### config.mk
export PLATFORM = sky130hd
export DESIGN_NAME = sobel_window_filter
export DESIGN_NICKNAME = d
export VERILOG_FILES = /design/src/rtl/sobel_window_filter.sv
export SDC_FILE = /design/constraint.sdc
export NUM_CORES = 1
export LEC_CHECK = 0
export CAP_MARGIN = 20
export CORE_ASPECT_RATIO = 1.25
export CORE_MARGIN = 3
export CORE_UTILIZATION = 40
export DETAILED_ROUTE_END_ITERATION = 10
export SETUP_SLACK_MARGIN = 0.05
export SKIP_LAST_GASP = 1
export SLEW_MARGIN = 0
export SYNTH_ARGS = -nofsm -noshare
export SYNTH_HDL_FRONTEND = slang
export SYNTH_SLANG_ARGS = --single-unit
### constraint.sdc
create_clock -name clk -period 4.85 [get_ports clk]
set_clock_uncertainty 0.1 [all_clocks]
set_input_delay 0.7275 -clock clk [delete_from_list [all_inputs] [get_ports clk]]
set_output_delay 0.7275 -clock clk [all_outputs]
set_load 0.005 [all_outputs]
### src/rtl/sobel_window_filter.sv
// 3x3 Sobel edge filter over a streamed column window; SOBEL_THRESHOLD_EN selects binary thresholded output.
// Latency 3 cycles from the completing column to out_valid; no backpressure, in_valid gaps pass through as gaps.
module sobel_window_filter #(
  parameter int IMG_WIDTH  = 224,
  parameter int IMG_HEIGHT = 224,
  parameter int THRESH     = 100
) (
  input  logic       clk,
  input  logic       rst,
  input  logic       in_valid,
  input  logic [7:0] top,
  input  logic [7:0] middle,
  input  logic [7:0] bottom,
  output logic [7:0] pix_out,
  output logic       out_valid,
  output logic       frame_done
);

  localparam int CW = (IMG_WIDTH  > 2) ? $clog2(IMG_WIDTH)  : 1;
  localparam int RW = (IMG_HEIGHT > 2) ? $clog2(IMG_HEIGHT) : 1;

  logic [CW-1:0]      r_col;
  logic [RW-1:0]      r_row;
  logic [7:0]         r_tl, r_ml, r_bl, r_tm, r_mm, r_bm, r_tr, r_mr, r_br;
  logic               r_win_vld, r_win_last;
  logic signed [10:0] r_gx, r_gy;
  logic               r_g_vld, r_g_last;

  logic               w_col_wrap, w_row_wrap;
  logic signed [10:0] w_gx, w_gy;
  logic [10:0]        w_ax, w_ay, w_mag;
  logic [7:0]         w_pix;

  assign w_col_wrap = (r_col == CW'(IMG_WIDTH - 1));
  assign w_row_wrap = (r_row == RW'(IMG_HEIGHT - 3));

  // Stage 1: column shift; a window exists only once two earlier columns of this row are held.
  always_ff @(posedge clk) begin
    if (rst) begin
      r_col      <= '0;
      r_row      <= '0;
      r_win_vld  <= 1'b0;
      r_win_last <= 1'b0;
      {r_tl, r_ml, r_bl, r_tm, r_mm, r_bm, r_tr, r_mr, r_br} <= '0;
    end else begin
      r_win_vld  <= in_valid && (r_col >= CW'(2));
      r_win_last <= in_valid && w_col_wrap && w_row_wrap;
      if (in_valid) begin
        {r_tl, r_ml, r_bl} <= {r_tm, r_mm, r_bm};
        {r_tm, r_mm, r_bm} <= {r_tr, r_mr, r_br};
        {r_tr, r_mr, r_br} <= {top, middle, bottom};
        r_col <= w_col_wrap ? '0 : r_col + CW'(1);
        if (w_col_wrap)
          r_row <= w_row_wrap ? '0 : r_row + RW'(1);
      end
    end
  end

  always_comb begin
    w_gx = $signed(({3'b0, r_tr} + {2'b0, r_mr, 1'b0} + {3'b0, r_br}) -
                   ({3'b0, r_tl} + {2'b0, r_ml, 1'b0} + {3'b0, r_bl}));
    w_gy = $signed(({3'b0, r_bl} + {2'b0, r_bm, 1'b0} + {3'b0, r_br}) -
                   ({3'b0, r_tl} + {2'b0, r_tm, 1'b0} + {3'b0, r_tr}));
  end

  // Stage 2: gradients
  always_ff @(posedge clk) begin
    if (rst) begin
      r_gx     <= '0;
      r_gy     <= '0;
      r_g_vld  <= 1'b0;
      r_g_last <= 1'b0;
    end else begin
      r_g_vld  <= r_win_vld;
      r_g_last <= r_win_vld && r_win_last;
      if (r_win_vld) begin
        r_gx <= w_gx;
        r_gy <= w_gy;
      end
    end
  end

  always_comb begin
    w_ax  = r_gx[10] ? (~r_gx + 11'd1) : r_gx;
    w_ay  = r_gy[10] ? (~r_gy + 11'd1) : r_gy;
    w_mag = w_ax + w_ay;
`ifdef SOBEL_THRESHOLD_EN
    w_pix = (w_mag >= 11'(THRESH)) ? 8'hFF : 8'h00;
`else
    w_pix = (w_mag > 11'd255) ? 8'hFF : w_mag[7:0];
`endif
  end

  // Stage 3: output register holds its value between results
  always_ff @(posedge clk) begin
    if (rst) begin
      pix_out    <= '0;
      out_valid  <= 1'b0;
      frame_done <= 1'b0;
    end else begin
      out_valid  <= r_g_vld;
      frame_done <= r_g_vld && r_g_last;
      if (r_g_vld)
        pix_out <= w_pix;
    end
  end

endmodule

Yosys cells after proc, flatten, opt, wreduce, memory -nomap -nowiden
Index checks and enable logic that the tools add are counted.
Widths: inputs -> output; s select.
{"block": "word_totals", "output_inout_bits": 10, "register_bits": 124}
{"block": "classes", "n_eq_ne": 2, "n_mux": 5, "reduce_logical": 6, "magnitude_cmp": 2, "n_addsub": 15, "bitwise_logic": 2}
{"operator": "$add 10x8->11", "n": 4}
{"operator": "$add 8x9->10", "n": 4}
{"operator": "$mux 8", "n": 3}
{"operator": "$add 11x1->11 const B", "n": 2}
{"operator": "$mux 11", "n": 2}
{"operator": "$not 11->11", "n": 2}
{"operator": "$sub 11x11->11", "n": 2}
{"operator": "$add 8x1->8 const B", "n": 2}
{"operator": "$eq 8x8->1 const B", "n": 2}
{"operator": "$add 11x11->11", "n": 1}
{"operator": "$gt 11x8->1 const B", "n": 1}
{"operator": "$ge 8x2->1 const B", "n": 1}
{"operator": "$logic_and 1x1->1", "n": 5}
{"operator": "$reduce_and 2->1", "n": 1}

Depth between registers and ports, before layout
{"block": "logic_depth", "depth_word": 6, "ltp_mapped": 15}

Least setup slack after synthesis
No wires, ideal clock.
{"block": "synth_timing", "path_kind": "reg-to-reg", "start": "register r_tr[2]", "end": "register r_gy[9]", "slack_ps": 1445, "setup_time_ps": 106, "arrival_time_ps": 3199, "path_stages_with_launch": 13, "path_buffers": 0, "period_less_slack_ps": 3405, "path_cell_list": "dfxtp_1 inv_1 fa_1 fa_1 fa_1 inv_1 fa_1 nor2b_1 o21ai_0 a21o_1 a31oi_1 nand4b_1 o311ai_0"}
{"block": "synth_between", "elab_chain_len": 2}
{"element": "start: declaration", "line": "24", "source": "logic [7:0] r_tl, r_ml, r_bl, r_tm, r_mm, r_bm, r_tr, r_mr, r_br;"}
{"element": "start signal: assignment", "line": "51", "source": "{r_tr, r_mr, r_br} <= {top, middle, bottom};"}
{"element": "$add 10x8->11", "line": "63", "source": "({3'b0, r_tl} + {2'b0, r_tm, 1'b0} + {3'b0, r_tr}));"}
{"element": "$sub 11x11->11", "line": "62", "source": "w_gy = $signed(({3'b0, r_bl} + {2'b0, r_bm, 1'b0} + {3'b0, r_br}) -"}
{"element": "end signal: assignment", "line": "78", "source": "r_gy <= w_gy;"}
{"element": "end: declaration", "line": "26", "source": "logic signed [10:0] r_gx, r_gy;"}
Every way passes these cells.
A chain may end at the register's enable or synchronous reset.

Worst setup path after layout
Ends and elaborated chain as after synthesis.

==> out/results.ini <==
[cts]
cts_setup_buffers = 0
postCtsHoldBufs = 0
ctsResizeCount = 0
root_buffer = clkbuf_16
numCtsBuffers = 17
cts_tree = done
clock-sinks = 124
cts.path.max_buffers = 2
clkTransAtPathRegs_ns = 0.06
clk_latency_ns = 0.42
htreeDepth = 4

[die]
die_area_um2 = 20300
rows = 55
coreArea_um2 = 18200
die_height_um = 158
pin_count = 37
die_w_um = 128
start_util = 0.409

[synth]
synth_commonest_cells = 124 x dfxtp_1, 117 x nor2_1, 81 x mux2i_1
yosysWarnings = 0
synth.avg_cell_area_um2 = 9.68
synth_seq_cells = 124
ys_top_cells_by_area = dfxtp_1 33%, fa_1 17%, mux2i_1 11%, ha_1 6.7%, nor2_1 5.9%
ys_seq_area_frac = 0.334
synth-edff-count = 0
syn_area_um2 = 7440
syn_inst = 768
synth_most_common_cell = dfxtp_1
synthesis.nets = 898
synth_largest_area_cell = dfxtp_1
synthArstFlopShare = 0
yosysUniqueCellTypes = 45
synthFlopType = dfxtp_1
synth_top_area_share = 0.334

[run_status]
status = completed

[worst_setup_path]
critPathRequiredTime_ns = 5.06
timing.reg2reg.setup_slack_ns = 1.23
cp-start-kind = register
endpoint_kind = register
crit_arrival_ns = 3.84
path_max_fanout = 4
crit_type = reg -> reg

[layout]
final_cell_area_um2 = 8570
register_area_um2 = 2480
area_growth_pct = 15.3
multi_input_comb_area_um2 = 4560
layout-drive-gt1-share = 0.0530
layoutNonFillerInstCount = 1039
nFillCells = 1773
fin_nets = 928
postLayoutCoreUtil = 0.472
insertedDiodeCount = 0

[global_route]
grt_overflow = 0
grt_max_degree = 86
track_usage = 0.150
antenna_found_initial = 0
grt_pass1_vias = 5147
grt_pass1_wl_mm = 24.6

[routing]
routed_wirelength_mm = 14.0
avgViaCountPerCell = 4.90
vias = 5086
dr.pass1.iters = 4
ant_nets = 0
drc_errors = 0
drt-initial-drc-count = 145
wl_per_cell_um = 13.4

[power]
p_switching_uw = 976
seq_power_share = 0.352
power_per_cell_area_nw_per_um2 = 374
finalPower_uw = 3210
leakage_uw = 0.00347
clkPwrFrac = 0.388
swShare = 0.305
comb_power_share = 0.260
ir_worst_vdd_mv = 0.243
p_int_uw = 2230

[sta]
drv_slew = 0
setup_viol = 0
worst_pin_slew_ns = 0.939
hold_viol_final = 0
fmax_mhz = 276
rsz0062_at_grt = false
slew_headroom = 0.373
fin_crit_sh = 0.747
finalCriticalPeriod_ns = 3.62
setup_tns_ns = 0

[placement]
dp.cells = 1007
port_buffers = 36
place_area_um2 = 7990
place_hpwl_mm = 10.4
gp_congestion = 0.818

[run]
cap_violations = 0

[worst_hold_path]
hold_class = reg -> reg

-- worst max-delay path, cell delays in order, from the launching register on --
cell      delay [ns]
dfxtp_1         0.40
inv_1           0.08
fa_1            0.48
fa_1            0.52
fa_1            0.57
inv_1           0.06
fa_1            0.45
nor2b_1         0.12
o21ai_0         0.12
a21o_1          0.22
a31oi_1         0.17
nand4b_1        0.11
o311ai_0        0.11
-- cell usage in the layout, fill, tap and decap left out, types with 4 or more instances in the layout --
cell	Yosys	final
nor3b_1	4	4
nor3_1	18	18
clkinvlp_4	0	6
nand2_1	42	42
buf_4	0	5
nand4_1	7	7
nor2_1	117	117
nor2b_1	6	6
ha_1	40	40
inv_1	73	73
a21oi_1	19	19
clkdlybuf4s50_1	0	34
nand3b_1	4	4
clkbuf_16	0	17
and3_1	4	4
o22ai_1	5	5
o21ai_0	18	18
a211oi_1	13	13
xnor2_1	28	28
mux2i_1	81	81
xor2_1	18	18
nand2b_1	5	5
dfxtp_1	124	124
fa_1	63	63
a21o_1	5	5
nand3_1	6	6
-- state kept, by name, indices dropped and copies added, names as in the netlist --
signal,cells
r_gx,11
r_tl,8
pix_out,8
r_col,8
r_win_last,1
r_g_last,1
r_bl,8
r_bm,8
r_mm,8
r_g_vld,1
r_row,8
r_br,8
r_ml,8
r_mr,8
r_tm,8
frame_done,1
r_win_vld,1
out_valid,1
r_tr,8
r_gy,11
-- logic make-up after synthesis --
| family | count (synthesis) | share of synthesized area |
|---|---|---|
| buffers and inverters | 103 | 0.0527 |
| AO/OA/AOI/OAI | 83 | 0.0729 |
| AND/OR/NAND/NOR | 228 | 0.141 |
| flip-flops | 124 | 0.334 |
| multiplexers | 81 | 0.109 |
| XOR/XNOR | 46 | 0.0542 |
| adder cells (fa/ha/maj) | 103 | 0.237 |
-- final cells by class --
cell class              instances  share of cell area
clock buffers                  18              0.0512
clock inverters                14              0.0171
inverters                      75              0.0328
multi-input cells             541               0.532
flip-flops and latches        124               0.290
well taps                     228              0.0333
repair buffers                 39              0.0441
-- worst paths after layout --
path	start	depth (start not counted)	end
worst max-delay path	r_tr[2]$_SDFFE_PP0P_	12	r_gy[9]$_SDFFE_PP0P_
worst min-delay path	r_win_last$_SDFF_PP0_	1	r_g_last$_SDFF_PP0_
worst max register to register	r_tr[2]$_SDFFE_PP0P_	12	r_gy[9]$_SDFFE_PP0P_
worst min register to register	r_win_last$_SDFF_PP0_	1	r_g_last$_SDFF_PP0_
-- routing by layer --
metal  wire (um)  share of wire  GRT usage
met2        6680           0.48      0.243
met3         294          0.021     0.0312
met5           0              0          0
met1        6710           0.48      0.198
met4         263          0.019     0.0602
-- power groups by stage --
| stage | clock, uW | sequential, uW | combinational, uW |
|---|---|---|---|
| 6_report | 1240 | 1130 | 833 |
| 5_1_grt | 1330 | 1140 | 954 |
| 4_1_cts | 1280 | 1130 | 844 |
| 3_5_place_dp | 0 | 1150 | 835 |
| 3_3_place_gp | 0 | 1150 | 829 |
| 2_1_floorplan | 0 | 1130 | 665 |
-- through the flow --
| step | worst slack [ns] | hold slack, ns |
|---|---|---|
| 2_1_floorplan | 1.44 | 0.306 |
| 3_3_place_gp | 1.27 | 0.353 |
| 3_5_place_dp | 1.21 | 0.346 |
| 4_1_cts | 1.20 | 0.359 |
| 5_1_grt | 0.995 | 0.377 |
| 6_report | 1.23 | 0.356 |
(Power assumes the default switching activity.)
